File: config.mk
export PLATFORM = sky130hd
export DESIGN_NAME = auth_access_controller
export DESIGN_NICKNAME = d
export VERILOG_FILES = /design/src/rtl/auth_access_controller.sv
export SDC_FILE = /design/constraint.sdc
export NUM_CORES = 1
export LEC_CHECK = 0
export CORE_MARGIN = 5
export CORE_UTILIZATION = 30
export CTS_BUF_LIST = sky130_fd_sc_hd__clkbuf_16
export DETAILED_ROUTE_END_ITERATION = 16
export DONT_BUFFER_PORTS = 1
export GPL_TIMING_DRIVEN = 0
export MAX_ROUTING_LAYER = met4
export PLACE_DENSITY_LB_ADDON = 0.25
export SLEW_MARGIN = 20
export SYNTH_ARGS = -nofsm -noshare
export SYNTH_HDL_FRONTEND = slang
export SYNTH_SLANG_ARGS = --single-unit
File: constraint.sdc
create_clock -name clk -period 2.7 [get_ports clk]
set_input_delay 0.405 -clock clk [delete_from_list [all_inputs] [get_ports clk]]
set_output_delay 0.405 -clock clk [all_outputs]
set_load 0.02 [all_outputs]
File: src/rtl/auth_access_controller.sv
// auth_access_controller: samples the 3-bit comparator result on a request,
// resolves a privilege level, holds a timed grant or pulses a deny, and
// counts consecutive failures.
// Optional feature macro: AUTH_CTRL_LOCKOUT_EN enables the timed LOCK state
// entered after MAX_ATTEMPTS consecutive failures; without it, every failure
// goes to DENY and locked is tied low.
module auth_access_controller #(
  parameter int MAX_ATTEMPTS = 3,
  parameter int GRANT_CYCLES = 8,
  parameter int LOCK_CYCLES  = 16
) (
  input  logic       clk,
  input  logic       rst,
  input  logic       req,
  input  logic [2:0] aut,
  output logic       busy,
  output logic       granted,
  output logic [1:0] level,
  output logic       denied,
  output logic       locked,
  output logic [3:0] fail_cnt
);

  typedef enum logic [2:0] {
    S_IDLE,
    S_EVAL,
    S_GRANT,
    S_DENY
`ifdef AUTH_CTRL_LOCKOUT_EN
    , S_LOCK
`endif
  } state_t;

  // Reject out-of-range parameters at elaboration time.
  if (MAX_ATTEMPTS < 1 || MAX_ATTEMPTS > 15 ||
      GRANT_CYCLES < 1 || GRANT_CYCLES > 255 ||
      LOCK_CYCLES  < 1 || LOCK_CYCLES  > 65535) begin : g_param_check
    $error("auth_access_controller: parameter out of range");
  end

  state_t     state_q, state_d;
  logic [2:0] aut_q, aut_d;
  logic [7:0] grant_cnt_q, grant_cnt_d;
  logic [3:0] fail_cnt_q, fail_cnt_d;
  logic [1:0] lvl_q, lvl_d;
  logic [1:0] resolved;
  logic [3:0] fail_inc;
  logic       busy_q, busy_d;
  logic       granted_q, granted_d;
  logic [1:0] level_q, level_d;
  logic       denied_q, denied_d;
`ifdef AUTH_CTRL_LOCKOUT_EN
  logic [15:0] lock_cnt_q, lock_cnt_d;
  logic        locked_q, locked_d;
`endif

  // Priority-resolve the captured result and form the saturating failure count.
  always_comb begin
    resolved = 2'd0;
    if (aut_q[2])      resolved = 2'd3;
    else if (aut_q[1]) resolved = 2'd2;
    else if (aut_q[0]) resolved = 2'd1;
    fail_inc = (fail_cnt_q == 4'd15) ? 4'd15 : fail_cnt_q + 4'd1;
  end

  // Next-state logic; outputs are decoded from the next state so they register cleanly.
  always_comb begin
    state_d     = state_q;
    aut_d       = aut_q;
    grant_cnt_d = grant_cnt_q;
    fail_cnt_d  = fail_cnt_q;
    lvl_d       = lvl_q;
`ifdef AUTH_CTRL_LOCKOUT_EN
    lock_cnt_d  = lock_cnt_q;
`endif
    case (state_q)
      S_IDLE: begin
        if (req) begin
          aut_d   = aut;
          state_d = S_EVAL;
        end
      end
      S_EVAL: begin
        if (resolved != 2'd0) begin
          fail_cnt_d  = 4'd0;
          grant_cnt_d = GRANT_CYCLES[7:0];
          lvl_d       = resolved;
          state_d     = S_GRANT;
        end else begin
          fail_cnt_d = fail_inc;
`ifdef AUTH_CTRL_LOCKOUT_EN
          if (fail_inc == MAX_ATTEMPTS[3:0]) begin
            lock_cnt_d = LOCK_CYCLES[15:0];
            state_d    = S_LOCK;
          end else begin
            state_d = S_DENY;
          end
`else
          state_d = S_DENY;
`endif
        end
      end
      S_GRANT: begin
        grant_cnt_d = grant_cnt_q - 8'd1;
        if (grant_cnt_q <= 8'd1) state_d = S_IDLE;
      end
      S_DENY: begin
        state_d = S_IDLE;
      end
`ifdef AUTH_CTRL_LOCKOUT_EN
      S_LOCK: begin
        lock_cnt_d = lock_cnt_q - 16'd1;
        if (lock_cnt_q <= 16'd1) begin
          fail_cnt_d = 4'd0;
          state_d    = S_IDLE;
        end
      end
`endif
      default: state_d = S_IDLE;
    endcase

    busy_d    = (state_d != S_IDLE);
    granted_d = (state_d == S_GRANT);
    level_d   = (state_d == S_GRANT) ? lvl_d : 2'd0;
    denied_d  = (state_d == S_DENY);
`ifdef AUTH_CTRL_LOCKOUT_EN
    locked_d  = (state_d == S_LOCK);
`endif
  end

  // State, counters and registered outputs, all cleared asynchronously.
  always_ff @(posedge clk or posedge rst) begin
    if (rst) begin
      state_q     <= S_IDLE;
      aut_q       <= 3'd0;
      grant_cnt_q <= 8'd0;
      fail_cnt_q  <= 4'd0;
      lvl_q       <= 2'd0;
      busy_q      <= 1'b0;
      granted_q   <= 1'b0;
      level_q     <= 2'd0;
      denied_q    <= 1'b0;
`ifdef AUTH_CTRL_LOCKOUT_EN
      lock_cnt_q  <= 16'd0;
      locked_q    <= 1'b0;
`endif
    end else begin
      state_q     <= state_d;
      aut_q       <= aut_d;
      grant_cnt_q <= grant_cnt_d;
      fail_cnt_q  <= fail_cnt_d;
      lvl_q       <= lvl_d;
      busy_q      <= busy_d;
      granted_q   <= granted_d;
      level_q     <= level_d;
      denied_q    <= denied_d;
`ifdef AUTH_CTRL_LOCKOUT_EN
      lock_cnt_q  <= lock_cnt_d;
      locked_q    <= locked_d;
`endif
    end
  end

  assign busy     = busy_q;
  assign granted  = granted_q;
  assign level    = level_q;
  assign denied   = denied_q;
  assign fail_cnt = fail_cnt_q;
`ifdef AUTH_CTRL_LOCKOUT_EN
  assign locked   = locked_q;
`else
  assign locked   = 1'b0;
`endif

endmodule

; ---- Yosys cells after proc, flatten, opt, wreduce, memory -nomap -nowiden
; Index checks and enable logic that the tools add are counted.
[classes]
addsub = 2
eq_ne = 6
muxes = 14
magnitude_cmp = 1
reduce_logical = 6
[ops]
columns = cell, n
row1 = one-hot mux 8 bit (2 select lines), 1
row2 = 2-to-1 mux 2 bit, 5
row3 = == test 3 x 2 -> 1 bit (second input constant), 3
row4 = one-hot mux 3 bit (3 select lines), 1
row5 = less-or-equal comparator 8 x 1 -> 1 bit (second input constant), 1
row6 = 2-to-1 mux 4 bit, 2
row7 = 2-to-1 mux 8 bit, 1
row8 = subtractor 8 x 1 -> 8 bit (second input constant), 1
row9 = 2-to-1 mux 3 bit, 2
row10 = adder 4 x 1 -> 4 bit (second input constant), 1
row11 = == test 4 bit (second input constant), 1
row12 = AND reduction 2 bit, 2
row13 = nonzero test 2 bit, 2
row14 = == test 3 x 1 -> 1 bit (second input constant), 1
row15 = logical NOT 3 bit, 1
row16 = nonzero test 3 bit, 1
row17 = 2-to-1 mux 1 bit, 2
row18 = inequality test 2 bit (second input constant), 1
[totals]
register_bits = 25
output_inout_bits = 10
wordCells = 38

; ---- Longest topological paths before layout
; Gate-level depths: netlist of run 1.
[depth]
word_depth = 8
ltp_mapped = 6
ltp_nobuf = 6

; ---- Worst setup path after synthesis of run 1
; OpenSTA, ideal clock, no wires.
[synth_path]
kind = reg2reg
from = register grant_cnt_q[4]
to = register level_q[0], in the netlist level[0]
n_path_buf = 0
arrival_time_ns = 1.761
required_ns = 2.580
setup_ns = 0.120
path_slack_ns = 0.819
stages_incl_launch_ff = 5
cell_sequence = dfrtp_1 -> or4_4 -> or4_4 -> a21oi_4 -> and3b_1
[synth_via]
elab_chain_len = 5
[synth_rtl]
columns = item, line
row1 = start: declaration, 43  ; logic [7:0] grant_cnt_q, grant_cnt_d;
row2 = start signal: assignment, 150  ; grant_cnt_q <= grant_cnt_d;
row3 = less-or-equal comparator 8 x 1 -> 1 bit, 105  ; if (grant_cnt_q <= 8'd1) state_d = S_IDLE;
row4 = 2-to-1 mux 3 bit, 105
row5 = one-hot mux 3 bit (3 select lines), 76  ; case (state_q)
row6 = == test 3 x 2 -> 1 bit, 124  ; level_d = (state_d == S_GRANT) ? lvl_d : 2'd0;
row7 = 2-to-1 mux 2 bit, 124
row8 = net level_d[0], 50  ; logic [1:0] level_q, level_d;
row9 = end signal: assignment, 155  ; level_q <= level_d;
row10 = end: declaration, 50
; The timed path passes the listed nets, and every way through them passes these cells.
; A chain may end at the register's enable or synchronous reset.

; ---- Worst setup path in the final report of run 1
[layout_path]
from = register aut_q[1]
to = register grant_cnt_q[3]
[layout_via]
elab_chain_len = 5
[layout_rtl]
columns = item, line
row1 = start: declaration, 42  ; logic [2:0] aut_q, aut_d;
row2 = start signal: assignment, 149  ; aut_q <= aut_d;
row3 = 2-to-1 mux 2 bit, 61  ; else if (aut_q[1]) resolved = 2'd2;
row4 = 2-to-1 mux 2 bit, 60  ; if (aut_q[2]) resolved = 2'd3;
row5 = nonzero test 2 bit, 84  ; if (resolved != 2'd0) begin
row6 = inequality test 2 bit (no line), n/a
row7 = AND reduction 2 bit (no line), n/a
; Every way passes these cells.

==> results of run 1 <==
-- layout by cell type, fill, tap and decap left out, types with 2 or more instances in the layout --
cell / count
dfrtp_1: 25
a21oi_1: 10
o21ai_0: 9
nand2_1: 7
or3_1: 6
inv_1: 6
nor2_1: 5
mux2_2: 3
nand2b_1: 3
nor2b_1: 3
or4_4: 3
ha_1: 3
clkbuf_16: 3
or3b_2: 2
nand3_1: 2
a22o_1: 2
nor3_1: 2
conb_1: 2
-- metal layers --
metal,routed length [um],part of all wire [%]
met5,0,0
met4,53,2.5
met3,98,4.6
met2,1080,51
met1,891,42
-- how the worst max path moves through the flow --
stage,slack (ns),depth (start not counted),endpoint
2_1_floorplan,0.82,4,level[0]
5_1_grt,0.59,5,grant_cnt_q[3]
6_report,0.71,5,grant_cnt_q[3]
4_1_cts,0.69,5,grant_cnt_q[3]
3_5_place_dp,0.71,5,grant_cnt_q[3]
3_3_place_gp,0.72,4,level[0]
-- flip-flops by register name, indices dropped and copies added (netlist names) --
name and flops:
aut_q 3, busy 1, denied 1, fail_cnt 4
grant_cnt_q 8, granted 1, level 2, lvl_q 2
state_q 3
-- cell families after synthesis --
| kind of cell | after synthesis | share of synthesized area [%] |
|---|---|---|
| simple gates | 41 | 22.3 |
| other cells | 1 | 0.322 |
| buf+inv | 8 | 3.01 |
| flops | 25 | 53.7 |
| fa+ha+maj | 3 | 3.22 |
| compound gates | 27 | 14.5 |
| mux | 3 | 2.90 |
-- power breakdown --
group | internal [uW] | leakage, uW | switching (uW) | total (uW)
registers | 476 | 0.000324 | 106 | 582
clock network | 199 | 0.0000409 | 118 | 317
logic | 146 | 0.000210 | 150 | 296
-- worst register-to-register path: stages (launching register included) --
cell and delay, ns:
dfrtp_1 0.40, or3_1 0.43, a21oi_1 0.28, buf_2 0.26, nor3_1 0.07, or3b_2 0.43
-- through the flow --
| step | setup WS [ns] | hold WS [ns] | cells | power (uW) | cell area (um^2) |
|---|---|---|---|---|---|
| 2_1_floorplan | 0.819 | 0.429 | 109 | 815 | 1170 |
| 3_3_place_gp | 0.724 | 0.448 | 157 | 875 | 1230 |
| 3_5_place_dp | 0.705 | 0.450 | 157 | 893 | 1230 |
| 4_1_cts | 0.692 | 0.278 | 161 | 1220 | 1310 |
| 5_1_grt | 0.586 | 0.298 | 161 | 1290 | 1310 |
| 6_report | 0.708 | 0.239 | 161 | 1200 | 1310 |
-- final cells by class --
type / instances / share of cell area, %
clock buffers: 3 / 5.74
inverters: 6 / 1.72
plain buffers: 2 / 0.956
multi-input cells: 76 / 38.8
clock inverters: 1 / 0.382
flip-flops and latches: 25 / 47.8
well taps: 48 / 4.59
==> impl_metrics.ini, run 1 <==
[synth]
synthArstFlopShare_pct = 100
yosysMostFrequentCell = dfrtp_1
ys_seq_area_share_pct = 53.7
synth_area_mm2 = 0.00116
ys_types = 33
synth-edff-count = 0
synth_top_area_cell = dfrtp_1
synth.avg_cell_area_um2 = 10.8
synth_top_cell_area_share_pct = 53.7
synth_seq_cells = 25
synthFlopType = dfrtp_1
synthCells = 108
synth_commonest_cells = 25 x dfrtp_1, 10 x a21oi_1, 9 x o21ai_0, 7 x nand2_1
yosysWarnings = 0
ys_top_cells_by_area = dfrtp_1 54%, a21oi_1 4.3%, o21ai_0 3.9%

[grt]
use_met3_pct = 2.35
grtUsageTotal_pct = 9.44
grt_max_degree = 26
antenna_found_initial = 0
use_met1_pct = 9.86
grt_pass1_wl_um = 3720
grt_busiest_layer = met2
gr-total-overflow = 0
met2_usage_pct = 16.0
grt_pass1_vias = 822

[cells_and_area]
fillers = 379
n_antenna_cell = 0
regArea_um2 = 626
syn2layout_area_growth_pct = 12.4
drive_above_1_share_pct = 17.7
postLayoutCoreUtil_pct = 35.2
nets = 123
multi_input_area_um2 = 508

[sta]
fin_skew_ns = 0.00272
period_minus_slack_ns = 1.99
period_share_pct = 73.8
max_slew_margin_pct = 29.7
clock.fmax_mhz = 502
rsz0062_at_grt = no
tns_ns = 0
final-setup-viol-count = 0
hold_viol_final = 0
tightestPinTransition_ns = 1.04
report.final.slew_viol_count = 0

[worst_setup_path]
cp_data_required_time_ns = 2.83
rr_worst_depth = 5
crit_path_start = aut_q[1]
path_buf_inv = 1
worst_setup_path_end_kind = flip-flop
r2r_start = aut_q[1]
r2r_end = grant_cnt_q[3]
arrival_ns = 2.12
worstPathMaxFanout = 10
path_delay_family = simple AND/OR/NAND/NOR gates
start_kind = flip-flop
slowest_stage = or3_1
path_class = flip-flop to flip-flop
path_cells = or3_1 -> a21oi_1 -> buf_2 -> nor3_1 -> or3b_2
r2r_slack_ns = 0.71
critPathMaxStageDelay_ns = 0.43

[drt]
drtIter0Drc = 36
routedWlPerCell_um = 13.2
drt_wl_total_um = 2120
drc = 0
vias = 800
vias_per_cell = 4.97
antenna_left = 0
drt_first_pass_iters = 4

[place]
gp_congestion = 0.766
port_buffers = 0
dp_hpwl_um = 1640

[power_and_ir_drop]
ir_worst_vdd_uv = 441
total_leakage_power_uw = 0.000575
powerDensity_mw_per_mm2 = 913

[clock_network]
cts_tree = yes
insertion_delay_ns = 0.25
postCtsHoldBufs = 0
htreeDepth = 1
root_buffer = clkbuf_16
cts.sinks = 25
post_cts.repair.setup_buffers = 0
cts_resized = 0
clock_path_buffers = 2
path_clk_slew_ns = 0.06
cts_buffers = 3

[floorplanning]
die_w_um = 72.3
ios = 16
fp-row-count = 22
die_area_mm2 = 0.00523
coreArea_mm2 = 0.00372
start_util_pct = 31.3
die_height_um = 72.3

[status]
status = finished clean

[min_path]
min_path_type = input pin to asynchronous set/reset pin

[flow_run]
cap_violations = 0
Note: power is estimated with default switching activity, not from simulation.
==> inputs of run 2 (changes only) <==
Clock period 2.7 ns to 2.01 ns, I/O delays scaled along.
==> impl_metrics.ini, run 2 (same netlist as run 1, synthesis figures left out) <==
[place]
placed_area_mm2 = 0.00123
dp_hpwl_um = 1640
port_buffers = 0
gp_congestion = 0.766

[sta]
period_share_pct = 96.6
rsz0062_at_grt = no
tns_ns = 0
fin_skew_ns = 0.00217
period_minus_slack_ns = 1.94
final-setup-viol-count = 0
tightestPinTransition_ns = 0.911
report.final.slew_viol_count = 0
clock.fmax_mhz = 515
hold_viol_final = 0
max_slew_margin_pct = 39.2

[cells_and_area]
final_cell_mix = 25 x dfrtp_1, 9 x o21ai_0, 8 x a21oi_1
top_register = grant_cnt_q
syn2layout_area_growth_pct = 16.3
layout_commonest_cell = dfrtp_1
nets = 127
fillers = 375
n_antenna_cell = 0
drive_above_1_share_pct = 24.8
largest_reg_flops = 8
finalInstanceArea_mm2 = 0.00136
regArea_um2 = 626
multi_input_area_um2 = 522

[status]
status = finished clean

[floorplanning]
ios = 16
die_height_um = 72.3
coreArea_mm2 = 0.00372
fp-row-count = 22
start_util_pct = 31.3
die_w_um = 72.3
die_area_mm2 = 0.00523

[worst_setup_path]
worst_setup_path_end_kind = flip-flop
crit_path_start = grant_cnt_q[0]
start_kind = flip-flop
path_class = flip-flop to flip-flop
rr_worst_depth = 6
cp_data_required_time_ns = 2.19
arrival_ns = 2.12
r2r_end = grant_cnt_q[6]
worstPathMaxFanout = 4
r2r_slack_ns = 0.07
r2r_start = grant_cnt_q[0]

[grt]
antenna_found_initial = 0
grt_max_degree = 26
grtUsageTotal_pct = 9.44
grt_pass1_wl_um = 3720
grt_pass1_vias = 822
gr-total-overflow = 0

[clock_network]
htreeDepth = 1
cts_buffers = 3
cts.sinks = 25
path_clk_slew_ns = 0.06
root_buffer = clkbuf_16
postCtsHoldBufs = 0
clock_path_buffers = 2
insertion_delay_ns = 0.25
cts_tree = yes

[power_and_ir_drop]
total_leakage_power_uw = 0.000598
clkPwrFrac_pct = 25.8
p_seq_share_pct = 47.1
p_int_uw = 1140
powerDensity_mw_per_mm2 = 1230
p_switching_uw = 524
swShare_pct = 31.5
ir_worst_vdd_uv = 601
comb_power_share_pct = 27.1

[drt]
antenna_left = 0
drc = 0
drt_first_pass_iters = 4
routedWlPerCell_um = 13.2
drt_wl_total_um = 2180
m1WireLength_um = 919
vias = 823
routed-wl-met2_um = 1120
drtIter0Drc = 28
top_layer = met4
met3_length_um = 94
vias_per_cell = 4.99

[min_path]
min_path_type = input pin to asynchronous set/reset pin

[flow_run]
cap_violations = 0
[run 2: critical path, stage by stage, from the launching register on]
cell	delay (ns)
dfrtp_1	0.40
inv_2	0.07
ha_1	0.16
nand2b_1	0.10
or4b_2	0.65
or3_1	0.34
a21oi_2	0.14
[run 2: layout make-up]
cell class              count  area share [%]
plain buffers               2            1.11
clock buffers               3            5.54
clock inverters             1           0.369
inverters                   6            1.66
multi-input cells          76            38.5
flip-flops and latches     25            46.2
well taps                  48            4.43
repair buffers              4            2.22
[run 2: repair_timing]
action | CTS | global route
buffers inserted | 0 | 4
setup endpoints to repair | 0 | 6
resized for setup | 0 | 6
[run 2: stage by stage]
stage / cells / total power (uW) / hold WS (ns) / util [%] / setup WS [ns]
CTS: 161 / 1630 / 0.175 / 35.2 / 0.00223
finish: 165 / 1670 / 0.133 / 36.5 / 0.0680
global route: 165 / 1780 / 0.195 / 36.5 / 0.00785
global placement: 157 / 1180 / 0.438 / 33.1 / 0.0342
floorplan: 109 / 1090 / 0.329 / - / 0.129
detailed placement: 157 / 1200 / 0.450 / 33.1 / 0.0151
[run 2: metal layers]
layer	global-route usage (%)	vias to the layer above
met4	5.64	0
met2	16.0	15
met1	9.86	397
li1	-	407
met5	-	-
met3	2.35	4
[run 2: worst max path at each step]
stage	endpoint	slack, ns	cells after the start
after floorplan	level[0]	0.13	4
after global placement	level[0]	0.03	4
after detailed placement	grant_cnt_q[3]	0.02	5
after CTS	grant_cnt_q[3]	0.002	5
after global routing	grant_cnt_q[6]	0.008	6
final	grant_cnt_q[6]	0.07	6
[run 2: power by group through the flow]
stage	sequential, uW	combinational [uW]	clock, uW
finish	784	451	430
global route	808	513	462
floorplan	759	336	0
CTS	784	408	443
global placement	788	388	0
detailed placement	794	406	0
